<file path="config.mk">
export PLATFORM = sky130hd
export DESIGN_NAME = mc_controller
export DESIGN_NICKNAME = d
export VERILOG_FILES = /design/src/rtl/mc_ctrl_pkg.sv /design/src/rtl/mc_ctrl_outdec.sv /design/src/rtl/mc_controller.sv
export SDC_FILE = /design/constraint.sdc
export NUM_CORES = 1
export LEC_CHECK = 0
export CAP_MARGIN = 40
export CORE_UTILIZATION = 37
export CTS_CLUSTER_DIAMETER = 120
export CTS_CLUSTER_SIZE = 30
export DETAILED_ROUTE_END_ITERATION = 6
export PLACE_DENSITY_LB_ADDON = 0.15
export SYNTH_ARGS = -nofsm -noshare
export SYNTH_HDL_FRONTEND = slang
export SYNTH_SLANG_ARGS = --single-unit
</file>
<file path="constraint.sdc">
create_clock -name clk -period 1.7 [get_ports clk]
set_clock_uncertainty 0.05 [all_clocks]
set_input_delay 0.17 -clock clk [delete_from_list [all_inputs] [get_ports clk]]
set_output_delay 0.17 -clock clk [all_outputs]
set_load 0.1 [all_outputs]
</file>
<file path="src/rtl/mc_ctrl_pkg.sv">
// ============================================================================
//  Module      : mc_ctrl_pkg
//  Description : Shared types and encodings for the multicycle MIPS controller.
//                Optional BNEEX state is gated by MC_CONTROLLER_BNE_EN.
//  Revision    : 1.0 - initial release
// ============================================================================
`default_nettype none

package mc_ctrl_pkg;

    typedef enum logic [3:0] {
        FETCH   = 4'd0,
        DECODE  = 4'd1,
        MEMADR  = 4'd2,
        MEMRD   = 4'd3,
        MEMWB   = 4'd4,
        MEMWR   = 4'd5,
        RTYPEEX = 4'd6,
        RTYPEWB = 4'd7,
        BEQEX   = 4'd8,
        ADDIEX  = 4'd9,
        ADDIWB  = 4'd10,
`ifdef MC_CONTROLLER_BNE_EN
        JEX     = 4'd11,
        BNEEX   = 4'd12
`else
        JEX     = 4'd11
`endif
    } state_t;

    localparam logic [5:0] OP_LW    = 6'b100011;
    localparam logic [5:0] OP_SW    = 6'b101011;
    localparam logic [5:0] OP_RTYPE = 6'b000000;
    localparam logic [5:0] OP_BEQ   = 6'b000100;
    localparam logic [5:0] OP_ADDI  = 6'b001000;
    localparam logic [5:0] OP_J     = 6'b000010;
    localparam logic [5:0] OP_BNE   = 6'b000101;

    localparam logic [1:0] ALUOP_ADD   = 2'b00;
    localparam logic [1:0] ALUOP_SUB   = 2'b01;
    localparam logic [1:0] ALUOP_FUNCT = 2'b10;

    localparam logic [1:0] SRCB_RD2   = 2'b00;
    localparam logic [1:0] SRCB_FOUR  = 2'b01;
    localparam logic [1:0] SRCB_IMM   = 2'b10;
    localparam logic [1:0] SRCB_IMMSH = 2'b11;

    localparam logic [1:0] PCSRC_ALU    = 2'b00;
    localparam logic [1:0] PCSRC_ALUOUT = 2'b01;
    localparam logic [1:0] PCSRC_JUMP   = 2'b10;

    // fetch marks strobes that must be qualified by mem_ready
    typedef struct packed {
        logic       fetch;
        logic       pcwrite;
        logic       branch;
        logic       branch_ne;
        logic       irwrite;
        logic       memwrite;
        logic       regwrite;
        logic       iord;
        logic       alusrca;
        logic       regdst;
        logic       memtoreg;
        logic [1:0] alusrcb;
        logic [1:0] pcsrc;
        logic [1:0] aluop;
    } ctrl_t;

endpackage

`default_nettype wire

</file>
<file path="src/rtl/mc_ctrl_outdec.sv">
// ============================================================================
//  Module      : mc_ctrl_outdec
//  Description : Combinational state-to-control-word decode (Moore outputs).
//                BNEEX decode present only with MC_CONTROLLER_BNE_EN.
//  Revision    : 1.0 - initial release
// ============================================================================
`default_nettype none

module mc_ctrl_outdec
    import mc_ctrl_pkg::*;
(
    input  state_t i_state,
    output ctrl_t  o_ctrl
);

    always_comb begin
        o_ctrl = '0;
        case (i_state)
            FETCH: begin
                o_ctrl.fetch   = 1'b1;
                o_ctrl.irwrite = 1'b1;
                o_ctrl.pcwrite = 1'b1;
                o_ctrl.alusrcb = SRCB_FOUR;
                o_ctrl.aluop   = ALUOP_ADD;
                o_ctrl.pcsrc   = PCSRC_ALU;
            end
            DECODE: begin
                o_ctrl.alusrcb = SRCB_IMMSH;
                o_ctrl.aluop   = ALUOP_ADD;
            end
            MEMADR, ADDIEX: begin
                o_ctrl.alusrca = 1'b1;
                o_ctrl.alusrcb = SRCB_IMM;
            end
            MEMRD: o_ctrl.iord = 1'b1;
            MEMWB: begin
                o_ctrl.memtoreg = 1'b1;
                o_ctrl.regwrite = 1'b1;
            end
            MEMWR: begin
                o_ctrl.iord     = 1'b1;
                o_ctrl.memwrite = 1'b1;
            end
            RTYPEEX: begin
                o_ctrl.alusrca = 1'b1;
                o_ctrl.alusrcb = SRCB_RD2;
                o_ctrl.aluop   = ALUOP_FUNCT;
            end
            RTYPEWB: begin
                o_ctrl.regdst   = 1'b1;
                o_ctrl.regwrite = 1'b1;
            end
            BEQEX: begin
                o_ctrl.alusrca = 1'b1;
                o_ctrl.aluop   = ALUOP_SUB;
                o_ctrl.pcsrc   = PCSRC_ALUOUT;
                o_ctrl.branch  = 1'b1;
            end
`ifdef MC_CONTROLLER_BNE_EN
            BNEEX: begin
                o_ctrl.alusrca   = 1'b1;
                o_ctrl.aluop     = ALUOP_SUB;
                o_ctrl.pcsrc     = PCSRC_ALUOUT;
                o_ctrl.branch    = 1'b1;
                o_ctrl.branch_ne = 1'b1;
            end
`endif
            ADDIWB: o_ctrl.regwrite = 1'b1;
            JEX: begin
                o_ctrl.pcsrc   = PCSRC_JUMP;
                o_ctrl.pcwrite = 1'b1;
            end
            default: o_ctrl = '0;
        endcase
    end

endmodule

`default_nettype wire

</file>
<file path="src/rtl/mc_controller.sv">
// ============================================================================
//  Module      : mc_controller
//  Description : Multicycle MIPS main controller: state register, next-state
//                logic and mem_ready/zero gating. MC_CONTROLLER_BNE_EN adds bne.
//  Revision    : 1.0 - initial release
// ============================================================================
`default_nettype none

module mc_controller
    import mc_ctrl_pkg::*;
#(
    parameter int BITLENGTH = 32
) (
    input  logic       clk,
    input  logic       reset_n,
    input  logic [5:0] op,
    input  logic       zero,
    input  logic       mem_ready,
    output logic       pcen,
    output logic       memwrite,
    output logic       irwrite,
    output logic       regwrite,
    output logic       iord,
    output logic       alusrca,
    output logic       regdst,
    output logic       memtoreg,
    output logic [1:0] alusrcb,
    output logic [1:0] pcsrc,
    output logic [1:0] aluop,
    output logic       illegal_op,
    output logic [3:0] state_o
);

    state_t r_state;
    state_t w_next;
    ctrl_t  w_ctrl;
    logic   w_illegal;
    logic   w_pcwrite;

    always_ff @(posedge clk or negedge reset_n) begin
        if (!reset_n) r_state <= FETCH;
        else          r_state <= w_next;
    end

    always_comb begin
        w_next    = FETCH;
        w_illegal = 1'b0;
        case (r_state)
            FETCH:   w_next = mem_ready ? DECODE : FETCH;
            DECODE: begin
                case (op)
                    OP_LW, OP_SW: w_next = MEMADR;
                    OP_RTYPE:     w_next = RTYPEEX;
                    OP_BEQ:       w_next = BEQEX;
                    OP_ADDI:      w_next = ADDIEX;
                    OP_J:         w_next = JEX;
`ifdef MC_CONTROLLER_BNE_EN
                    OP_BNE:       w_next = BNEEX;
`endif
                    default: begin
                        w_illegal = 1'b1;
                        w_next    = FETCH;
                    end
                endcase
            end
            MEMADR:  w_next = (op == OP_SW) ? MEMWR : MEMRD;
            MEMRD:   w_next = mem_ready ? MEMWB : MEMRD;
            MEMWR:   w_next = mem_ready ? FETCH : MEMWR;
            RTYPEEX: w_next = RTYPEWB;
            ADDIEX:  w_next = ADDIWB;
            default: w_next = FETCH;
        endcase
    end

    mc_ctrl_outdec u_outdec (
        .i_state (r_state),
        .o_ctrl  (w_ctrl)
    );

    // Fetch strobes wait on memory; branch polarity flips for bne
    always_comb begin
        w_pcwrite  = w_ctrl.pcwrite & (mem_ready | ~w_ctrl.fetch);
        pcen       = w_pcwrite | (w_ctrl.branch & (zero ^ w_ctrl.branch_ne));
        irwrite    = w_ctrl.irwrite & mem_ready;
        memwrite   = w_ctrl.memwrite;
        regwrite   = w_ctrl.regwrite;
        iord       = w_ctrl.iord;
        alusrca    = w_ctrl.alusrca;
        regdst     = w_ctrl.regdst;
        memtoreg   = w_ctrl.memtoreg;
        alusrcb    = w_ctrl.alusrcb;
        pcsrc      = w_ctrl.pcsrc;
        aluop      = w_ctrl.aluop;
        illegal_op = w_illegal;
        state_o    = r_state;
    end

endmodule

`default_nettype wire
</file>
==> results of run 1 <==
==> through the flow <==
stage / instance area, sq um / cells / setup slack, ns / setup TNS (ns)
floorplan: 817.0 / 76 / -0.4659 / -2.895
global placement: 1345 / 131 / -0.08525 / -0.1041
==> cell families after synthesis <==
| kind of cell | count (synthesis) |
|---|---|
| simple gates | 47 |
| flops | 4 |
| xor+xnor | 3 |
| compound gates | 13 |
| mux | 1 |
| buf+inv | 8 |
==> flow_summary.toml, run 1 <==
[place]
placement.io_buffers = 28
gp_congestion = 0.8826

[status]
status = "aborted with a tool error"
haltStage = "3_5_place_dp"
firstError = "[ERROR DPL-0038] Utilization greater than 100%, impossible to legalize"

[yosys]
synth-compound-area-share = 0.1734
synth_common_cells = "nor2_1 (11), nand2_1 (9), nor3_1 (7), dfrtp_1 (4), nand2b_1 (4)"
syn_nets = 86
synthAdderAreaFrac = 0
synth_top_area_frac = 0.1900
synthMuxAreaShare = 0.01900
synthArstFlopShare = 1.000
synth_top_family_by_area = "simple AND/OR/NAND/NOR gates"
ys.flop_type = "dfrtp_1"
synthTopCellsByArea = "dfrtp_1 (19%), nor2_1 (7.8%), nor3_1 (6.7%)"
yosys.area.top_type = "dfrtp_1"
synth-seq-cells = 4
synthCells = 76
ys_seq_area_frac = 0.1900
syn-mean-instance-area_sq_um = 6.931
syn_area_sq_um = 526.8
ys_types = 34
synthSimpleGateAreaFrac = 0.4751
synth_most_common_cell = "nor2_1"
yosysWarningCount = 0
synth_edf_count = 0
synth_xor_xnor_area_share = 0.04988

[floorplan]
start_util = 0.3998
die_w_um = 39.73
row_count = 13
io_pins = 29
die_h_um = 39.73
==> inputs of run 2 (changes only) <==
CORE_AREA = 2 2 63 65   (was default)
CORE_UTILIZATION = default   (was 37)
CTS_CLUSTER_DIAMETER = default   (was 120)
CTS_CLUSTER_SIZE = default   (was 30)
DIE_AREA = 0 0 65 67   (was default)
==> run 2 against run 1 <==
The run now ends clean. Synthesized area is the same. Synthesized cell count is the same.
==> flow_summary.toml, run 2 <==
[status]
status = "complete, no violations"

[clocking]
cts_buffer_depth = 2
cts_hold_buffers = 0
cts_root_buf = "clkbuf_8"
cts_sinks = 4
htree_levels = 1
cts_inserted_buffers = 3
cts.clk_slew.worst_paths_ns = 0.03
cts_tree = "built"
clock_latency_ns = 0.21

[yosys]
synthCells = 76
synth-seq-cells = 4
synth_top_area_frac = 0.1900
synthArstFlopShare = 1.000
yosysWarningCount = 0
synth_edf_count = 0
syn-mean-instance-area_sq_um = 6.931
ys.flop_type = "dfrtp_1"
synthTopCellsByArea = "dfrtp_1 (19%), nor2_1 (7.8%), nor3_1 (6.7%)"
syn_area_sq_um = 526.8
ys_seq_area_frac = 0.1900
synth_most_common_cell = "nor2_1"
yosys.area.top_type = "dfrtp_1"
synth_common_cells = "nor2_1 (11), nand2_1 (9), nor3_1 (7), dfrtp_1 (4), nand2b_1 (4)"
ys_types = 34
syn_nets = 86

[drt]
drt_iter0_drc = 12
antenna_left = 0
first_pass_iters = 4
wl_per_cell_um = 11.15
route.detailed.drc = 0
wirelength_um = 1918
via_per_inst = 4.233
vias = 728

[cells_and_area]
diodes = 0
largest_reg_flops = 4
syn_to_final_growth_pct = 194.5
instances_no_fill = 172
utilization = 0.4303
mostFrequentLayoutCell = "buf_12"
fin_nets = 136
final_cell_mix = "buf_12 (22), buf_4 (16), nand2_1 (6), nor2_4 (6)"
drive_gt1_frac = 0.6452

[grt]
grt.total_usage = 0.09672
grt_overflow = 0
antenna_found_initial = 0
grt_max_degree = 15
grt_pass1_wl_um = 3305
grt_pass1_vias = 749

[timing]
drv_slew = 0
finalHoldViolCount = 0
max_slew.worst_pin.slew_ns = 0.2887
rsz0062_at_grt = "true"
finalSetupViolations = 0
post-route-period-util = 0.9866
fmax_mhz = 596.2
post-route-min-period_ns = 1.677
whs_ns = 0.1018
relSlewSlack = 0.8075

[place]
place_inst = 162
gp_congestion = 0.7426
hpwl_um = 1599
placement.io_buffers = 28

[setup_path]
path_class = "reg -> out"
critPathCaptureType = "output pin"
cp.arrival_ns = 1.46
cp_data_required_time_ns = 1.48
start_kind = "register"
path_max_fanout = 3

[floorplan]
die-area_sq_mm = 0.004355
row_count = 22
coreArea_sq_mm = 0.003606
io_pins = 29
die_w_um = 65
start_util = 0.1461
die_h_um = 67

[min_path]
hp-class = "in -> async"

[run]
maxCapViolations = 0
run 2: cell counts after synthesis:
Identical to the previous run, type by type.
run 2: per-layer routing:
layer	wire (um)	vias up	track usage	share of wire
met4	0	0	0.03989	0
li1	-	373	-	-
met3	102	0	0.01351	0.053
met1	802	333	0.1126	0.42
met5	0	-	0	0
met2	1013	22	0.1765	0.53
run 2: cell type report:
cell class                 instances  area, sq um
timing repair buffer              50        686.9
inverter                           3        18.77
tap                               48        60.06
fill                             350         2054
clock buffer                       3        41.29
sequential                         4        115.1
multi-input combinational         64        629.4
run 2: stage by stage:
stage	instance area [sq um]	setup slack, ns	TNS [ns]
after CTS	1538	0.001185	0
after floorplan	817.0	-0.4659	-2.895
after global placement	1384	-0.1290	-0.2479
after global routing	1551	-0.03178	-0.08681
after detailed placement	1384	-0.1345	-0.2605
final	1551	0.02271	0
run 2: path summary, 6_finish.rpt:
check | start | endpoint | slack [ns] | cells past startpoint
worst max-delay path | state_o[0]$_DFF_PN0_ | pcen | 0.02 | 5
worst min-delay path | reset_n | state_o[1]$_DFF_PN0_ | 0.10 | 1
worst max register to register | state_o[1]$_DFF_PN0_ | state_o[2]$_DFF_PN0_ | 0.09 | 4
worst min register to register | state_o[2]$_DFF_PN0_ | state_o[1]$_DFF_PN0_ | 0.65 | 3
max in group asynchronous | reset_n | state_o[3]$_DFF_PN0_ | 1.32 | 1
min in group clk | op[4] | state_o[1]$_DFF_PN0_ | 0.36 | 3
run 2: repair_timing:
action	CTS	global route
cloned	0	0
setup endpoints to repair	8	7
pin swaps	6	4
gates resized for setup	15	5
buffers inserted	9	0
run 2: critical path: stages, from the launching register on:
cell and delay (ns):
dfrtp_4 0.49, buf_8 0.14, nor2_2 0.10, nand3b_1 0.13, a21oi_4 0.19, buf_12 0.19
run 2: cells by family after synthesis:
| group | after synthesis | synth area share |
|---|---|---|
| and+or+nand+nor | 47 | 0.4751 |
| AOI/OAI and AO/OA | 13 | 0.1734 |
| buffers and inverters | 8 | 0.09264 |
| DFF | 4 | 0.1900 |
| xor gates and xnor gates | 3 | 0.04989 |
| muxes | 1 | 0.01900 |
Power of run 2 is left out: the tool's default activity adds up to more than one toggle a clock period on the data nets, which glitch-free logic cannot reach.
